$ cat src/rtl/swd_host.sv
// Serial Wire Debug host: turns request/response handshakes into SWD line
// transfers (request, turnaround, ACK, data) and line resets, each followed by idle bits.
module swd_host #(
    parameter int CLK_DIV  = 4,
    parameter int IDLE_CYC = 2
) (
    input  logic        fpga_clk,
    input  logic        fpga_rst,
    input  logic        req_valid,
    output logic        req_ready,
    input  logic        req_line_reset,
    input  logic        req_apndp,
    input  logic        req_rnw,
    input  logic [1:0]  req_addr,
    input  logic [31:0] req_wdata,
    output logic        rsp_valid,
    output logic [2:0]  rsp_ack,
    output logic [31:0] rsp_rdata,
    output logic        rsp_perr,
    output logic        swclk,
    output logic        swdio_out,
    output logic        swdio_oe,
    input  logic        swdio_in
);

    typedef enum logic [3:0] {
        IDLE,
        LRST,
        REQ,
        TRN1,
        ACK,
        RDATA,
        TRN2,
        WDATA,
        IDLE_BITS
    } state_t;

    localparam logic [8:0] HALF_LAST = 9'(CLK_DIV - 1);
    localparam logic [8:0] BIT_LAST  = 9'(2 * CLK_DIV - 1);
    localparam logic [7:0] IDLE_LAST = 8'(IDLE_CYC - 1);
    localparam state_t     AFTER_OP  = (IDLE_CYC == 0) ? IDLE : IDLE_BITS;

    state_t      state;
    logic [8:0]  div_cnt;
    logic [7:0]  bit_cnt;

    logic        op_lrst;
    logic        op_apndp;
    logic        op_rnw;
    logic [1:0]  op_addr;
    logic [31:0] op_wdata;

    logic [2:0]  ack_sh;
    logic [32:0] rdata_sh;

    logic        ack_ok;
    logic        rd_ok;
    logic [7:0]  req_pkt;
    state_t      nxt_state;
    logic [7:0]  nxt_bit;
    logic        nxt_out;
    logic        nxt_oe;

    assign ack_ok = (ack_sh == 3'b001);
    assign rd_ok  = !op_lrst && ack_ok && op_rnw;

    // Request header as sent on the wire, bit 0 first: start, APnDP, RnW, A2, A3, parity, stop, park.
    assign req_pkt = {1'b1, 1'b0, ^{op_apndp, op_rnw, op_addr}, op_addr[1], op_addr[0],
                      op_rnw, op_apndp, 1'b1};

    // Sequencing of the bit periods: which state and bit index the next bit belongs to.
    always_comb begin
        nxt_state = state;
        nxt_bit   = bit_cnt + 8'd1;
        case (state)
            LRST: begin
                if (bit_cnt == 8'd55) begin
                    nxt_state = AFTER_OP;
                    nxt_bit   = 8'd0;
                end
            end
            REQ: begin
                if (bit_cnt == 8'd7) begin
                    nxt_state = TRN1;
                    nxt_bit   = 8'd0;
                end
            end
            TRN1: begin
                nxt_state = ACK;
                nxt_bit   = 8'd0;
            end
            ACK: begin
                if (bit_cnt == 8'd2) begin
                    nxt_state = (ack_ok && op_rnw) ? RDATA : TRN2;
                    nxt_bit   = 8'd0;
                end
            end
            RDATA: begin
                if (bit_cnt == 8'd32) begin
                    nxt_state = TRN2;
                    nxt_bit   = 8'd0;
                end
            end
            TRN2: begin
                nxt_state = (ack_ok && !op_rnw) ? WDATA : AFTER_OP;
                nxt_bit   = 8'd0;
            end
            WDATA: begin
                if (bit_cnt == 8'd32) begin
                    nxt_state = AFTER_OP;
                    nxt_bit   = 8'd0;
                end
            end
            IDLE_BITS: begin
                if (bit_cnt == IDLE_LAST) begin
                    nxt_state = IDLE;
                    nxt_bit   = 8'd0;
                end
            end
            default: begin
                nxt_state = IDLE;
                nxt_bit   = 8'd0;
            end
        endcase
    end

    // Line drive for the upcoming bit; idle and idle bits hold the line low.
    always_comb begin
        nxt_oe  = 1'b1;
        nxt_out = 1'b0;
        case (nxt_state)
            LRST:                   nxt_out = 1'b1;
            REQ:                    nxt_out = req_pkt[nxt_bit[2:0]];
            TRN1, ACK, RDATA, TRN2: nxt_oe  = 1'b0;
            WDATA:                  nxt_out = (nxt_bit == 8'd32) ? ^op_wdata : op_wdata[nxt_bit[4:0]];
            default:                ;
        endcase
    end

    // Drive changes only at bit starts; the target is sampled just before swclk rises.
    always_ff @(posedge fpga_clk) begin
        if (!fpga_rst) begin
            state     <= IDLE;
            div_cnt   <= 9'd0;
            bit_cnt   <= 8'd0;
            swclk     <= 1'b0;
            swdio_oe  <= 1'b1;
            swdio_out <= 1'b0;
            req_ready <= 1'b1;
            rsp_valid <= 1'b0;
            rsp_ack   <= 3'b000;
            rsp_rdata <= 32'd0;
            rsp_perr  <= 1'b0;
            op_lrst   <= 1'b0;
            op_apndp  <= 1'b0;
            op_rnw    <= 1'b0;
            op_addr   <= 2'd0;
            op_wdata  <= 32'd0;
            ack_sh    <= 3'b000;
            rdata_sh  <= 33'd0;
        end else begin
            rsp_valid <= 1'b0;
            if (state == IDLE) begin
                if (req_valid && req_ready) begin
                    state     <= req_line_reset ? LRST : REQ;
                    req_ready <= 1'b0;
                    op_lrst   <= req_line_reset;
                    op_apndp  <= req_apndp;
                    op_rnw    <= req_rnw;
                    op_addr   <= req_addr;
                    op_wdata  <= req_wdata;
                    div_cnt   <= 9'd0;
                    bit_cnt   <= 8'd0;
                    swdio_oe  <= 1'b1;
                    swdio_out <= 1'b1;
                    ack_sh    <= 3'b000;
                    rdata_sh  <= 33'd0;
                end
            end else if (div_cnt == BIT_LAST) begin
                div_cnt   <= 9'd0;
                swclk     <= 1'b0;
                state     <= nxt_state;
                bit_cnt   <= nxt_bit;
                swdio_oe  <= nxt_oe;
                swdio_out <= nxt_out;
                if (nxt_state == IDLE) begin
                    req_ready <= 1'b1;
                    rsp_valid <= 1'b1;
                    rsp_ack   <= op_lrst ? 3'b000 : ack_sh;
                    rsp_rdata <= rd_ok ? rdata_sh[31:0] : 32'd0;
                    rsp_perr  <= rd_ok & (^rdata_sh);
                end
            end else begin
                div_cnt <= div_cnt + 9'd1;
                if (div_cnt == HALF_LAST) begin
                    swclk <= 1'b1;
                    if (state == ACK) begin
                        ack_sh <= {swdio_in, ack_sh[2:1]};
                    end
                    if (state == RDATA) begin
                        rdata_sh <= {swdio_in, rdata_sh[32:1]};
                    end
                end
            end
        end
    end

endmodule

$ cat config.mk
export PLATFORM = sky130hd
export DESIGN_NAME = swd_host
export DESIGN_NICKNAME = d
export VERILOG_FILES = /design/src/rtl/swd_host.sv
export SDC_FILE = /design/constraint.sdc
export NUM_CORES = 1
export LEC_CHECK = 0
export ABC_AREA = 1
export BUFFER_PORTS_ARGS = -buffer_cell sky130_fd_sc_hd__buf_2
export CAP_MARGIN = 10
export CORE_AREA = 5 5 128 130
export DETAILED_ROUTE_END_ITERATION = 16
export DIE_AREA = 0 0 133 135
export GPL_ROUTABILITY_DRIVEN = 0
export GPL_TIMING_DRIVEN = 0
export PLACE_DENSITY = 0.68
export SYNTH_ARGS = -nofsm -noshare
export SYNTH_HDL_FRONTEND = slang
export SYNTH_SLANG_ARGS = --single-unit
$ cat constraint.sdc
create_clock -name fpga_clk -period 2.8 [get_ports fpga_clk]
set_clock_uncertainty 0.15 [all_clocks]
set_input_delay 0.42 -clock fpga_clk [delete_from_list [all_inputs] [get_ports fpga_clk]]
set_output_delay 0.42 -clock fpga_clk [all_outputs]
set_load 0.005 [all_outputs]
==> results.py <==
metrics = {
    "route": {
        "dr_total_vias": 6299,
        "routedWlPerCell_microns": 14.2,
        "drtAntennaViolNets": 0,
        "drt-initial-drc-count": 355,
        "drc": 0,
        "vias_per_cell": 5.10,
        "dr.pass1.iters": 5,
        "routed_wl_microns": 17600,
    },
    "synth": {
        "syn_nets": 970,
        "synth_enable_flop_cells": 0,
        "synth_common_cells": "nand2_1 (192), dfxtp_1 (135), nor2_1 (114)",
        "synth_top_area_cell": "dfxtp_1",
        "async_flop_share_pct": 0,
        "yosysMostFrequentCell": "nand2_1",
        "syn_area_per_cell_sq_um": 7.18,
        "ys_seq_area_share_pct": 40.7,
        "yosys_warnings": 0,
        "synth_cells": 924,
        "ys.flop_type": "dfxtp_1",
        "synth_top_area_share_pct": 40.7,
        "synth_cell_type_count": 39,
        "synthesis.area_sq_mm": 0.00663,
        "synth-seq-cells": 135,
        "synthTopCellsByArea": "dfxtp_1 (41%), nand2_1 (11%), nand3_1 (7.2%)",
    },
    "clocking": {
        "h-tree-depth": 4,
        "insertion_delay_ps": 430,
        "cts_tree": "built",
        "numCtsBuffers": 17,
        "cts-root-buf": "clkbuf_16",
        "cts.sinks": 135,
        "clk_pin_slew_ps": 60,
        "cts.path.max_buffers": 2,
    },
    "sta": {
        "max-slew-margin-rel_pct": 53.0,
        "setup_ws_ps": 151,
        "hold_violations": 0,
        "finalCritPeriodShare_pct": 94.6,
        "max_freq_mhz": 377,
        "worst_slew_pin_slew_ps": 705,
        "setup_viol": 0,
        "fin_crit_ps": 2650,
        "finalMaxSlewViolations": 0,
    },
    "power_and_ir_drop": {
        "cellPowerDensity_mw_per_mm2": 654,
        "vdd_drop_max_uv": 508,
        "p_leak_nw": 3.26,
        "power_mw": 5.31,
    },
    "finish": {
        "synthToLayoutAreaGrowth_pct": 22.4,
        "drive_gt1_share_pct": 18.9,
        "register_area_sq_mm": 0.00271,
        "final_nets": 1081,
        "fillers": 1491,
        "multiInputGateArea_sq_mm": 0.00359,
        "fin_area_sq_mm": 0.00812,
        "antenna_cells": 0,
    },
    "floorplanning": {
        "die_area_sq_mm": 0.0180,
        "die_h_microns": 135,
        "rows": 45,
        "start_util_pct": 44.1,
        "ios": 82,
        "coreArea_sq_mm": 0.0150,
        "die_x_microns": 133,
    },
    "worst_setup_path": {
        "cp.required_ps": 3000,
        "r2r_slack_ps": 150,
        "endpoint_kind": "flip-flop",
        "reg2reg_depth": 15,
        "worstPathMaxFanout": 6,
        "reg2reg_to": "rsp_rdata[3]",
        "worstSetupPathType": "reg2reg",
        "cp-start-kind": "flip-flop",
        "regToRegStartpoint": "bit_cnt[0]",
        "cp.arrival_ps": 2850,
    },
    "global_route": {
        "grt_pass1_wl_microns": 28100,
        "grt_antenna_before_repair": 0,
        "grt_pass1_vias": 5905,
        "grt_max_degree": 17,
        "gr-total-overflow": 0,
        "track_usage_pct": 19.2,
    },
    "min_path": {
        "hold_path_class": "in2reg",
        "worstHoldEndpoint": "op_wdata[17]",
        "hold_start": "req_wdata[17]",
        "hold_depth": 3,
    },
    "place": {
        "port_buffers": 81,
        "place_area_sq_mm": 0.00727,
        "dp_slack_ps": -197,
        "dp_hpwl_microns": 12400,
    },
    "flow_run": {
        "drv_cap": 0,
    },
    "outcome": {
        "status": "finished, final reports clean",
    },
}
[kinds of logic (layout without fill, tap and decap cells)]
logic type	after synthesis	in the layout	share of synthesized area [%]
AOI/OAI and AO/OA	163	163	13.6
xor gates and xnor gates	71	71	9.38
adders and majority gates	5	5	0.943
buffers and inverters	107	230	6.58
DFF	135	135	40.7
and+or+nand+nor	443	443	28.8
[report_power, final]
group / switching, mW / total [mW] / internal (mW) / leakage, nW
sequential: 0.0876 / 2.10 / 2.01 / 1.10
clock: 0.892 / 2.23 / 1.34 / 0.276
combinational: 0.593 / 0.976 / 0.383 / 1.89
total: 1.57 / 5.31 / 3.74 / 3.26
[how the worst max path moves through the flow]
stage	from	endpoint	slack (ps)	cells past startpoint
2_1_floorplan	bit_cnt[0]	rsp_rdata[12]	350	14
3_3_place_gp	bit_cnt[0]	swdio_out	-160	18
3_5_place_dp	bit_cnt[0]	swdio_out	-200	18
4_1_cts	bit_cnt[0]	swdio_out	20	17
5_1_grt	bit_cnt[0]	rsp_rdata[31]	-0.6	15
6_report	bit_cnt[0]	rsp_rdata[3]	150	15
[state kept, by name, summed over array words and instances, names as in the netlist]
name / cells
swdio_out: 1
rsp_valid: 1
req_ready: 1
op_addr: 2
rsp_ack: 3
op_rnw: 1
bit_cnt: 8
op_wdata: 32
div_cnt: 9
state: 4
swclk: 1
rsp_rdata: 32
ack_sh: 3
op_apndp: 1
op_lrst: 1
rsp_perr: 1
rdata_sh: 33
swdio_oe: 1
[critical path: stages (launching register included)]
cell and delay [ps]:
dfxtp_4 390, ha_4 150, nand2_4 60, nor2_4 120
nand3_2 100, and2_4 180, or2_1 210, nor3_2 240
inv_2 90, nor2_4 120, nand3_2 90, nor3_4 170
buf_6 190, clkbuf_16 150, nand2_1 50, a21oi_1 110
[cells in the final DEF (no fill, tap or decap), types with 3 or more instances in the layout]
master | netlist | layout
nand3_1 | 96 | 94
clkbuf_16 | 0 | 19
nor2_1 | 114 | 109
xnor2_1 | 51 | 51
a21oi_2 | 11 | 13
ha_1 | 5 | 4
xor2_1 | 20 | 20
nand4_1 | 3 | 3
clkinvlp_4 | 0 | 4
o21ai_0 | 53 | 52
nand2_1 | 192 | 187
inv_2 | 6 | 7
inv_1 | 55 | 54
nor2_4 | 2 | 5
buf_6 | 3 | 4
nand2_2 | 12 | 15
nor2_2 | 3 | 5
nor3_1 | 10 | 10
clkbuf_1 | 29 | 28
dfxtp_1 | 135 | 133
buf_2 | 10 | 87
inv_6 | 0 | 4
a21oi_1 | 86 | 83
nand3_2 | 2 | 4
buf_1 | 3 | 3
a211oi_1 | 3 | 3
clkbuf_4 | 0 | 3
buf_4 | 0 | 8
a221oi_1 | 3 | 3
[repair_timing]
item                                    CTS  global route
setup buffers                             3             6
hold buffers                              0             0
endpoints found under the setup margin   58            68
pin swaps                                 1            11
endpoints found under the hold margin     0             0
gates cloned                              0             2
gates resized for setup                   5            41
[cell type report]
type / count / area share [%]
multi-input combinational: 682 / 44.2
inverter: 62 / 2.87
tap: 188 / 2.90
timing repair buffer: 92 / 6.54
clock buffer: 18 / 5.41
sequential: 135 / 33.4
clock inverter: 13 / 1.82
buffer: 45 / 2.88
[per-stage QoR]
stage	instances	hold slack [ps]	setup TNS (ps)	util, %
floorplan	924	301	0	-
global route	1235	62.5	-0.561	54.0
detailed placement	1193	305	-2850	48.4
finish	1235	62.2	0	54.0
CTS	1227	54.9	0	52.5
global placement	1193	300	-2810	48.4
[metal layers]
metal / wire length, microns / global-route usage [%]
met5: 0 / 0
met4: 375 / 7.79
met3: 925 / 4.62
met2: 8350 / 31.9
met1: 7910 / 24.0
(Power assumes the default switching activity.)
